--- config.mk ---
export PLATFORM = sky130hd
export DESIGN_NAME = sram22_rd_pipe
export DESIGN_NICKNAME = d
export VERILOG_FILES = /design/src/rtl/sram22_rd_pipe.sv
export SDC_FILE = /design/constraint.sdc
export NUM_CORES = 1
export LEC_CHECK = 0
export ABC_AREA = 0
export CORE_ASPECT_RATIO = 0.7
export CORE_MARGIN = 2
export CORE_UTILIZATION = 40
export DETAILED_ROUTE_END_ITERATION = 7
export GPL_ROUTABILITY_DRIVEN = 0
export GPL_TIMING_DRIVEN = 1
export HOLD_SLACK_MARGIN = 0.06
export PLACE_DENSITY_LB_ADDON = 0.12
export SKIP_CTS_REPAIR_TIMING = 1
export SLEW_MARGIN = 20
export SYNTH_ARGS = -nofsm -noshare
export SYNTH_HDL_FRONTEND = slang
export SYNTH_SLANG_ARGS = --single-unit
--- constraint.sdc ---
create_clock -name clk -period 0.85 [get_ports clk]
set_input_delay 0.17 -clock clk [delete_from_list [all_inputs] [get_ports clk]]
set_output_delay 0.17 -clock clk [all_outputs]
set_load 0.01 [all_outputs]
--- src/rtl/sram22_rd_pipe.sv ---
// Read-data stage: 1- or 2-deep valid/data shift producing dout and the sense-amp strobe.
module sram22_rd_pipe #(
   parameter int DATA_WIDTH   = 64,
   parameter int READ_LATENCY = 1
) (
   input  logic                  clk,
   input  logic                  rstb,
   input  logic                  rd_i,
   input  logic [DATA_WIDTH-1:0] rdata_i,
   output logic [DATA_WIDTH-1:0] dout_o,
   output logic                  valid_o,
   output logic                  sae_o
);

   logic                  sae_q;
   logic                  vld_q;
   logic [DATA_WIDTH-1:0] dout_q;

   always_ff @(posedge clk or negedge rstb) begin
      if (!rstb) sae_q <= 1'b0;
      else       sae_q <= rd_i;
   end

   generate
      if (READ_LATENCY == 1) begin : g_l1
         always_ff @(posedge clk or negedge rstb) begin
            if (!rstb) begin
               vld_q  <= 1'b0;
               dout_q <= '0;
            end else begin
               vld_q <= rd_i;
               if (rd_i) dout_q <= rdata_i;
            end
         end
      end else begin : g_l2
         logic                  s1_vld_q;
         logic [DATA_WIDTH-1:0] s1_dat_q;

         always_ff @(posedge clk or negedge rstb) begin
            if (!rstb) begin
               s1_vld_q <= 1'b0;
               s1_dat_q <= '0;
               vld_q    <= 1'b0;
               dout_q   <= '0;
            end else begin
               s1_vld_q <= rd_i;
               if (rd_i) s1_dat_q <= rdata_i;
               vld_q <= s1_vld_q;
               if (s1_vld_q) dout_q <= s1_dat_q;
            end
         end
      end
   endgenerate

   assign dout_o  = dout_q;
   assign valid_o = vld_q;
   assign sae_o   = sae_q;

endmodule

==> results.txt, run 1 <==
Outcome -> finished with violations
Violated checks -> setup timing
Pin count of the biggest net entering global routing -> 30
Fin. max-slew vios -> 0
TritonCTS buffer count -> 9
Fin area -> 0.00432 mm^2
Ant diodes -> 0
Seq/Total Area, Yosys -> 60.0%
Synth Net Count -> 204
Most frequent cell after synthesis -> dfrtp_1
Vias/cell -> 4.32
Most common library cells after synthesis -> dfrtp_1 (65), mux2_4 (60), buf_12 (6), mux2_2 (4)
Final std cells w/o fill -> 412
Worst EP arrival -> 0.86 ns
Rel. slew slack -> 87.9%
Reg-to-Reg End -> dout_o[8]$_DFFE_PN0P_
Clk_lat worst skew -> 0.33 ns
RSZ-0062 raised after global routing -> yes
Synth top area share -> 60.0%
Syn. warnings -> 0
Setup crit end kind -> output pin
Die Ht -> 72.9 um
Post-synth EDFFs -> 0
Crit-path max cell delay -> 0.40 ns
Max-cap violations -> 0
Worst min-delay path class -> input pin to asynchronous set/reset pin
Clock sinks -> 65
Worst R2R Start -> dout_o[8]$_DFFE_PN0P_
P&R area growth vs syn -> 59.4%
Static leakage -> 0.00215 uW
GR Overflow Total -> 0
Worst ir drop on vdd -> 848 uV
Area contributors post-synth -> dfrtp_1 (60%), mux2_4 (33%), buf_12 (4.4%)
Worst Path Buf+Inv -> 1
Final core occ -> 64.9%
Synth Instances -> 137
Pre-Repair DR Iteration Count -> 3
Post-detail-place hpwl -> 4450 um
Layout cells sized above 1 -> 58.2%
Iter 0 DRT Violations -> 16
Slowest-stage cell, CP -> dfrtp_1
FF-to-FF setup slack -> -0.06 ns
Core Region -> 0.00666 mm^2
Clk_skew -> 0 ns
Hold slack -> 0.216 ns
Async SR Flop Fraction -> 100%
Synth Cell Area -> 0.00271 mm^2
Critical path cell sequence -> buf_6
Crit path kind -> flop to output pin
Top-level I/O count -> 133
Placed instance count -> 370
Worst-path fanout max -> 2
Critical path required time -> 0.68 ns
Total Power -> 7910 uW
Vias -> 1778
Hold Vio Cnt, Final -> 0
CTS tree -> built
Root buffer cell -> clkbuf_8
Final Cycle Share -> 121%
Starting Density -> 40.7%
IO Port Bufs -> 132
Synth area leader -> dfrtp_1
FF+latch count, synth -> 65
First-pass GRT wire length -> 9310 um
Area after DPL -> 0.00420 mm^2
Worst slew pin tran -> 0.181 ns
Antenna violations before repair -> 0
Total track usage -> 16.8%
Dominant synthesized flop cell -> dfrtp_1
Max Root-Sink Buffers -> 2
Synth cell types -> 6
Reg2Reg Depth -> 2
Vias in the first global route -> 1813
Detail Route Antenna Nets -> 0
Pwr per Cell Area -> 1830 mW/mm^2
Routed wire per std cell -> 15.2 um
Die Width -> 102 um
Final worst-path setup slack -> -0.182 ns
Mean post-synth cell area -> 19.8 um^2
Die Area -> 0.00746 mm^2
H-tree depth -> 3
Clk slew on worst S/H paths -> 0.07 ns
Max Fclk -> 969 MHz
Setup violations, final -> 97
FILL cells -> 552
# DRC -> 0
Placement Rows -> 25
Critical path's top delay family -> flip-flops
Min Tclk post-route -> 1.03 ns
Worst Setup Start Kind -> flop
DRT Wirelength -> 6250 um
Nets -> 380
-- cell type report --
cell class	instances	area (um^2)	share of cell area, %
clock buffers	13	149	3.45
multi-input cells	64	946	21.9
well taps	94	118	2.72
repair buffers	173	1440	33.4
flip-flops and latches	65	1630	37.6
clock inverters	3	40.0	0.926
-- kinds of logic (layout without fill, tap and decap cells) --
| logic type | after synthesis | count (layout) | share of synthesized area (%) |
|---|---|---|---|
| flip-flops | 65 | 65 | 60.0 |
| multiplexers | 64 | 64 | 34.9 |
| buffers and inverters | 8 | 189 | 5.12 |
-- per-layer routing --
metal / up-vias / global-route usage [%] / share of wire [%]
li1: 830 / - / -
met4: 0 / 6.52 / 1.6
met5: - / 0 / 0
met1: 854 / 23.0 / 47
met3: 11 / 7.18 / 7.7
met2: 83 / 23.8 / 44
-- worst max path at each step --
| stage | from | cells past startpoint | slack (ns) | to |
|---|---|---|---|---|
| after global placement | dout_o[9]$_DFFE_PN0P_ | 1 | -0.21 | dout_o[9] |
| after floorplan | rd_i | 3 | -0.003 | dout_o[10]$_DFFE_PN0P_ |
| after detailed placement | dout_o[50]$_DFFE_PN0P_ | 1 | -0.23 | dout_o[50] |
| after CTS | dout_o[50]$_DFFE_PN0P_ | 1 | -0.61 | dout_o[50] |
| final | dout_o[8]$_DFFE_PN0P_ | 1 | -0.18 | dout_o[8] |
| after global routing | dout_o[8]$_DFFE_PN0P_ | 1 | -0.22 | dout_o[8] |
-- cell usage in the layout, fill, tap and decap left out --
cell             count
mux2_2               4
clkbuf_1             3
clkbuf_8            10
clkdlybuf4s50_1     64
buf_12               7
clkbuf_2            57
bufinv_16            1
mux2_4              60
dlygate4sd3_1        1
clkinv_2             2
buf_2                2
buf_4               31
dfrtp_1             65
buf_6               11
-- power by group --
part / switching (uW) / internal [uW]
Sequential: 173 / 3400
Clock: 1090 / 1430
Combinational: 620 / 1190
Total: 1890 / 6020
-- metrics by stage --
step / setup WS, ns / TNS (ns)
floorplan: -0.00265 / -0.159
global placement: -0.213 / -20.80
detailed placement: -0.226 / -21.05
CTS: -0.606 / -37.44
global route: -0.223 / -14.54
finish: -0.182 / -11.19
-- state kept, by name (all words and copies together), names as in the netlist --
signal and count:
sae_o 1, dout_o 64
Note: power is estimated with default switching activity, not from simulation.
==> inputs of run 2 (changes only) <==
--- a/config.mk
+++ b/config.mk
@@ -7,7 +7,7 @@
 export LEC_CHECK = 0
 export ABC_AREA = 0
 export CORE_ASPECT_RATIO = 0.7
-export CORE_MARGIN = 2
+export CORE_MARGIN = 4
 export CORE_UTILIZATION = 40
 export DETAILED_ROUTE_END_ITERATION = 7
 export GPL_ROUTABILITY_DRIVEN = 0
==> constraint.sdc (replaced) <==
create_clock -name clk -period 1.01 [get_ports clk]
set_input_delay 0.202 -clock clk [delete_from_list [all_inputs] [get_ports clk]]
set_output_delay 0.202 -clock clk [all_outputs]
set_load 0.01 [all_outputs]
==> run 2 against run 1 <==
The run still ends with setup timing left. Register-to-register slack better by 0.08 ns. Cell count down 1.2%. Sequential share of layout area up 0.27 points. Non-clock buffer count down 1. Die area up 9.6%. Clock power down 13%. Utilization up 2.2 points. Power down 15%. Flip-flop and latch count unchanged. First-iteration DRC count up 100%. Critical path depth unchanged. Routed wire length up 8.8%. Critical path type unchanged. Largest cell class unchanged.
==> results.txt, run 2 (synthesis gave the netlist of run 1 again) <==
Clk slew on worst S/H paths -> 0.07 ns (about the same)
IO Port Bufs -> 132 (unchanged)
# DRC -> 0 (unchanged)
Worst EP arrival -> 0.87 ns (was 0.86 ns)
Die Width -> 106 um (was 102 um)
Worst slew pin tran -> 0.347 ns (was 0.181 ns)
Worst Setup Start Kind -> flop (unchanged)
Clk_lat worst skew -> 0.33 ns (about the same)
Die Ht -> 76.9 um (was 72.9 um)
Nets -> 379 (was 380)
Crit path kind -> flop to output pin (unchanged)
Root buffer cell -> clkbuf_8 (unchanged)
First-pass GRT wire length -> 10600 um (was 9310 um)
TritonCTS buffer count -> 9 (unchanged)
Reg2Reg Depth -> 3 (was 2)
Worst min-delay path class -> input pin to flop (was input pin to asynchronous set/reset pin)
Worst-path fanout max -> 2 (unchanged)
Max Root-Sink Buffers -> 2 (unchanged)
Worst ir drop on vdd -> 1080 uV (was 848 uV)
RSZ-0062 raised after global routing -> yes (unchanged)
Layout cells sized above 1 -> 58.5% (was 58.2%)
Commonest non-fill, non-tap cell in the layout -> dfrtp_1 (unchanged)
P&R area growth vs syn -> 58.2% (was 59.4%)
Top-level I/O count -> 133 (unchanged)
Final worst-path setup slack -> -0.0613 ns (was -0.182 ns)
Clk_skew -> 0 ns (unchanged)
FF-to-FF setup slack -> 0.02 ns (was -0.06 ns)
Max Fclk -> 933 MHz
Total track usage -> 16.8% (about the same)
Critical Path Stages -> 1 (unchanged)
Critical path's top delay family -> flip-flops (unchanged)
Rel. slew slack -> 76.9% (was 87.9%)
Max-cap violations -> 0 (unchanged)
Setup violations, final -> 66 (was 97)
Slowest-stage cell, CP -> dfrtp_1 (unchanged)
Placement Rows -> 24 (was 25)
Antenna violations before repair -> 0 (unchanged)
Ant diodes -> 0 (unchanged)
Fin. max-slew vios -> 0 (unchanged)
Outcome -> finished with violations (unchanged)
GR Overflow Total -> 0 (unchanged)
Total Power -> 6710 uW (was 7910 uW)
Core Region -> 0.00640 mm^2 (was 0.00666 mm^2)
Min Tclk post-route -> 1.07 ns
Crit-path max cell delay -> 0.40 ns (about the same)
Iter 0 DRT Violations -> 32 (was 16)
Vias -> 1815 (was 1778)
Routed wire per std cell -> 16.7 um (was 15.2 um)
Setup crit end kind -> output pin (unchanged)
Post-route setup TNS -> -2.54 ns (was -11.19 ns)
FILL cells -> 524 (was 552)
Starting Density -> 42.4% (was 40.7%)
Pin count of the biggest net entering global routing -> 66 (was 30)
Pre-CTS WS -> -0.0878 ns (was -0.226 ns)
DRT Wirelength -> 6800 um (was 6250 um)
Die Area -> 0.00818 mm^2 (was 0.00746 mm^2)
Critical path required time -> 0.81 ns (was 0.68 ns)
Vias/cell -> 4.46 (was 4.32)
CTS tree -> built (unchanged)
Post-detail-place hpwl -> 4770 um (was 4450 um)
Pwr per Cell Area -> 1560 mW/mm^2 (was 1830 mW/mm^2)
Pre-Repair DR Iteration Count -> 3 (unchanged)
Hold path cells -> 2
Violated checks -> setup timing (unchanged)
Critical path cell sequence -> buf_6 (unchanged)
Max FFs per register -> 64 (unchanged)
Hold Vio Cnt, Final -> 0 (unchanged)
Most frequent cells in the layout -> dfrtp_1 (65), clkdlybuf4s50_1 (64), mux2_4 (60) (unchanged)
Vias in the first global route -> 1968 (was 1813)
Final Cycle Share -> 106%
Detail Route Antenna Nets -> 0 (unchanged)
Worst Path Buf+Inv -> 1 (unchanged)
Static leakage -> 0.00214 uW (was 0.00215 uW)
H-tree depth -> 3 (unchanged)
Clock sinks -> 65 (unchanged)
## run 2: final timing paths
| kind | from | end |
|---|---|---|
| max | dout_o[45]$_DFFE_PN0P_ | dout_o[45] |
| min | rd_i | sae_o$_DFF_PN0_ |
| max reg2reg | dout_o[54]$_DFFE_PN0P_ | dout_o[54]$_DFFE_PN0P_ |
| min reg2reg | dout_o[1]$_DFFE_PN0P_ | dout_o[1]$_DFFE_PN0P_ |
| max in group asynchronous | rstb | dout_o[54]$_DFFE_PN0P_ |
| min in group asynchronous | rstb | dout_o[37]$_DFFE_PN0P_ |
## run 2: cell type report
| cell class | count | area [um^2] | area share (%) |
|---|---|---|---|
| clock inverter | 3 | 40.0 | 0.933 |
| sequential | 65 | 1630 | 37.9 |
| timing repair buffer | 172 | 1410 | 32.8 |
| multi-input combinational | 64 | 946 | 22.0 |
| clock buffer | 12 | 155 | 3.62 |
| tap | 91 | 114 | 2.65 |
## run 2: stage by stage
step	hold slack, ns	area [um^2]	instances	util, %
5_1_grt	0.256	4290	407	67.1
6_report	0.268	4290	407	67.1
4_1_cts	-0.124	4360	381	68.2
2_1_floorplan	-0.0936	2710	137	-
3_3_place_gp	0.247	4170	366	65.2
3_5_place_dp	0.248	4170	366	65.2
## run 2: per-layer routing
| layer | track usage (%) | vias up | routed length [um] |
|---|---|---|---|
| li1 | - | 823 | - |
| met1 | 20.2 | 908 | 2870 |
| met2 | 26.7 | 76 | 3260 |
| met3 | 8.22 | 8 | 615 |
| met4 | 5.05 | 0 | 63 |
| met5 | 0 | - | 0 |
## run 2: report_power, final
part,switching [uW],internal [uW],total [uW],leakage [uW]
sequential,149,2860,3010,0.000760
clock,935,1250,2190,0.000102
combinational,527,986,1510,0.00127
total,1610,5100,6710,0.00214
==> inputs of run 3 (changes only) <==
--- a/config.mk
+++ b/config.mk
@@ -19,3 +19,4 @@
 export SYNTH_ARGS = -nofsm -noshare
 export SYNTH_HDL_FRONTEND = slang
 export SYNTH_SLANG_ARGS = --single-unit
+export TNS_END_PERCENT = 10
==> run 3 against run 2 <==
The run still ends with setup timing left. Critical path type unchanged. Largest cell class unchanged. Power is 0.91% lower. Clock power hardly changed. Critical path depth stayed put. Clock skew stayed put. Final area is 1.9% lower.
==> results.txt, run 3 (synthesis gave the netlist of run 1 again) <==
Final Cycle Share -> 106% (about the same)
Worst EP arrival -> 0.87 ns (about the same)
Max FFs per register -> 64 (unchanged)
Final worst-path setup slack -> -0.0604 ns (was -0.0613 ns)
Final core occ -> 65.8% (was 67.1%)
Static leakage -> 0.00210 uW (was 0.00214 uW)
Pwr per Cell Area -> 1580 mW/mm^2 (was 1560 mW/mm^2)
Max Fclk -> 934 MHz (was 933 MHz)
Die Ht -> 76.9 um (unchanged)
Worst R2R Start -> dout_o[54]$_DFFE_PN0P_ (unchanged)
Max Root-Sink Buffers -> 2 (unchanged)
Worst Path Buf+Inv -> 1 (unchanged)
Ant diodes -> 0 (unchanged)
Crit-path max cell delay -> 0.40 ns (about the same)
Violated checks -> setup timing (unchanged)
Fin. max-slew vios -> 0 (unchanged)
Clk_lat worst skew -> 0.33 ns (about the same)
Layout cells sized above 1 -> 57.9% (was 58.5%)
Register Area -> 0.00163 mm^2 (unchanged)
FILL cells -> 529 (was 524)
Most frequent cells in the layout -> dfrtp_1 (65), clkdlybuf4s50_1 (64), clkbuf_2 (62) (was dfrtp_1 (65), clkdlybuf4s50_1 (64), mux2_4 (60))
DRT Wirelength -> 6750 um (was 6800 um)
Placement Rows -> 24 (unchanged)
WHS Endpoint -> sae_o$_DFF_PN0_ (unchanged)
Hold path start -> rd_i (unchanged)
Die Width -> 106 um (unchanged)
Slowest-stage cell, CP -> dfrtp_1 (unchanged)
Hold Vio Cnt, Final -> 0 (unchanged)
First-pass GRT wire length -> 10600 um (unchanged)
Critical path required time -> 0.81 ns (about the same)
Pin count of the biggest net entering global routing -> 66 (unchanged)
Min Tclk post-route -> 1.07 ns (about the same)
Core Region -> 0.00640 mm^2 (unchanged)
Root buffer cell -> clkbuf_8 (unchanged)
Post-route setup TNS -> -2.51 ns (was -2.54 ns)
Crit path kind -> flop to output pin (unchanged)
Nets -> 374 (was 379)
Fin area -> 0.00421 mm^2 (was 0.00429 mm^2)
Pre-CTS WS -> -0.0878 ns (unchanged)
Clk slew on worst S/H paths -> 0.07 ns (about the same)
CTS tree -> built (unchanged)
Worst Setup Start Kind -> flop (unchanged)
IO Port Bufs -> 132 (unchanged)
FF-to-FF setup slack -> 0.02 ns (about the same)
Clk_skew -> 0 ns (unchanged)
Setup violations, final -> 66 (unchanged)
Area of the multi-input gates -> 946 um^2 (unchanged)
Worst-path fanout max -> 2 (unchanged)
Vias in the first global route -> 1968 (unchanged)
Iter 0 DRT Violations -> 40 (was 32)
Starting Density -> 42.4% (unchanged)
Reg2Reg Depth -> 3 (unchanged)
Total Power -> 6650 uW (was 6710 uW)
Clock sinks -> 65 (unchanged)
RSZ-0062 raised after global routing -> yes (unchanged)
Worst min-delay path class -> input pin to flop (unchanged)
Hold path cells -> 2 (unchanged)
TritonCTS buffer count -> 9 (unchanged)
Critical path cell sequence -> clkbuf_2 (was buf_6)
P&R area growth vs syn -> 55.2% (was 58.2%)
Pre-Repair DR Iteration Count -> 3 (unchanged)
Commonest non-fill, non-tap cell in the layout -> dfrtp_1 (unchanged)
Worst slew pin tran -> 0.347 ns (about the same)
Max-cap violations -> 0 (unchanged)
# DRC -> 0 (unchanged)
Vias -> 1795 (was 1815)
Reg-to-Reg End -> dout_o[54]$_DFFE_PN0P_ (unchanged)
Worst ir drop on vdd -> 1080 uV (about the same)
Rel. slew slack -> 76.9% (about the same)
GR Overflow Total -> 0 (unchanged)
Area after DPL -> 0.00417 mm^2 (unchanged)
Post-detail-place hpwl -> 4770 um (unchanged)
Setup crit end kind -> output pin (unchanged)
Vias/cell -> 4.47 (was 4.46)
Critical path's top delay family -> flip-flops (unchanged)
Top-level I/O count -> 133 (unchanged)
Detail Route Antenna Nets -> 0 (unchanged)
Die Area -> 0.00818 mm^2 (unchanged)
H-tree depth -> 3 (unchanged)
Outcome -> finished with violations (unchanged)
Antenna violations before repair -> 0 (unchanged)
Total track usage -> 16.8% (unchanged)
Critical Path Stages -> 1 (unchanged)
Routed wire per std cell -> 16.8 um (was 16.7 um)
==> run 3: layout make-up <==
type / instances / area share [%]
Multi-Input combinational cell: 64 / 22.5
Timing Repair Buffer: 167 / 31.5
Sequential cell: 65 / 38.6
Clock buffer: 12 / 3.69
Clock inverter: 3 / 0.951
Tap cell: 91 / 2.71
==> run 3: worst max path at each step <==
stage	from	to
after floorplan	rd_i	dout_o[10]$_DFFE_PN0P_
after global placement	dout_o[3]$_DFFE_PN0P_	dout_o[3]
after detailed placement	dout_o[43]$_DFFE_PN0P_	dout_o[43]
after CTS	dout_o[43]$_DFFE_PN0P_	dout_o[43]
after global routing	dout_o[4]$_DFFE_PN0P_	dout_o[4]
final	dout_o[45]$_DFFE_PN0P_	dout_o[45]
==> run 3: layer usage <==
layer	part of all wire (%)	global-route usage (%)
met4	0.93	5.05
met2	48	26.7
met5	0	0
met3	9.1	8.22
met1	42	20.2
==> run 3: through the flow <==
| stage | std cells | hold slack [ns] |
|---|---|---|
| after floorplan | 137 | -0.0936 |
| after global placement | 366 | 0.247 |
| after detailed placement | 366 | 0.248 |
| after CTS | 381 | -0.124 |
| after global routing | 402 | 0.256 |
| final | 402 | 0.269 |
==> run 3: power breakdown <==
group          internal [uW]  switching [uW]
combinational            931             521
sequential              2860             142
clock                   1250             941
total                   5050            1600
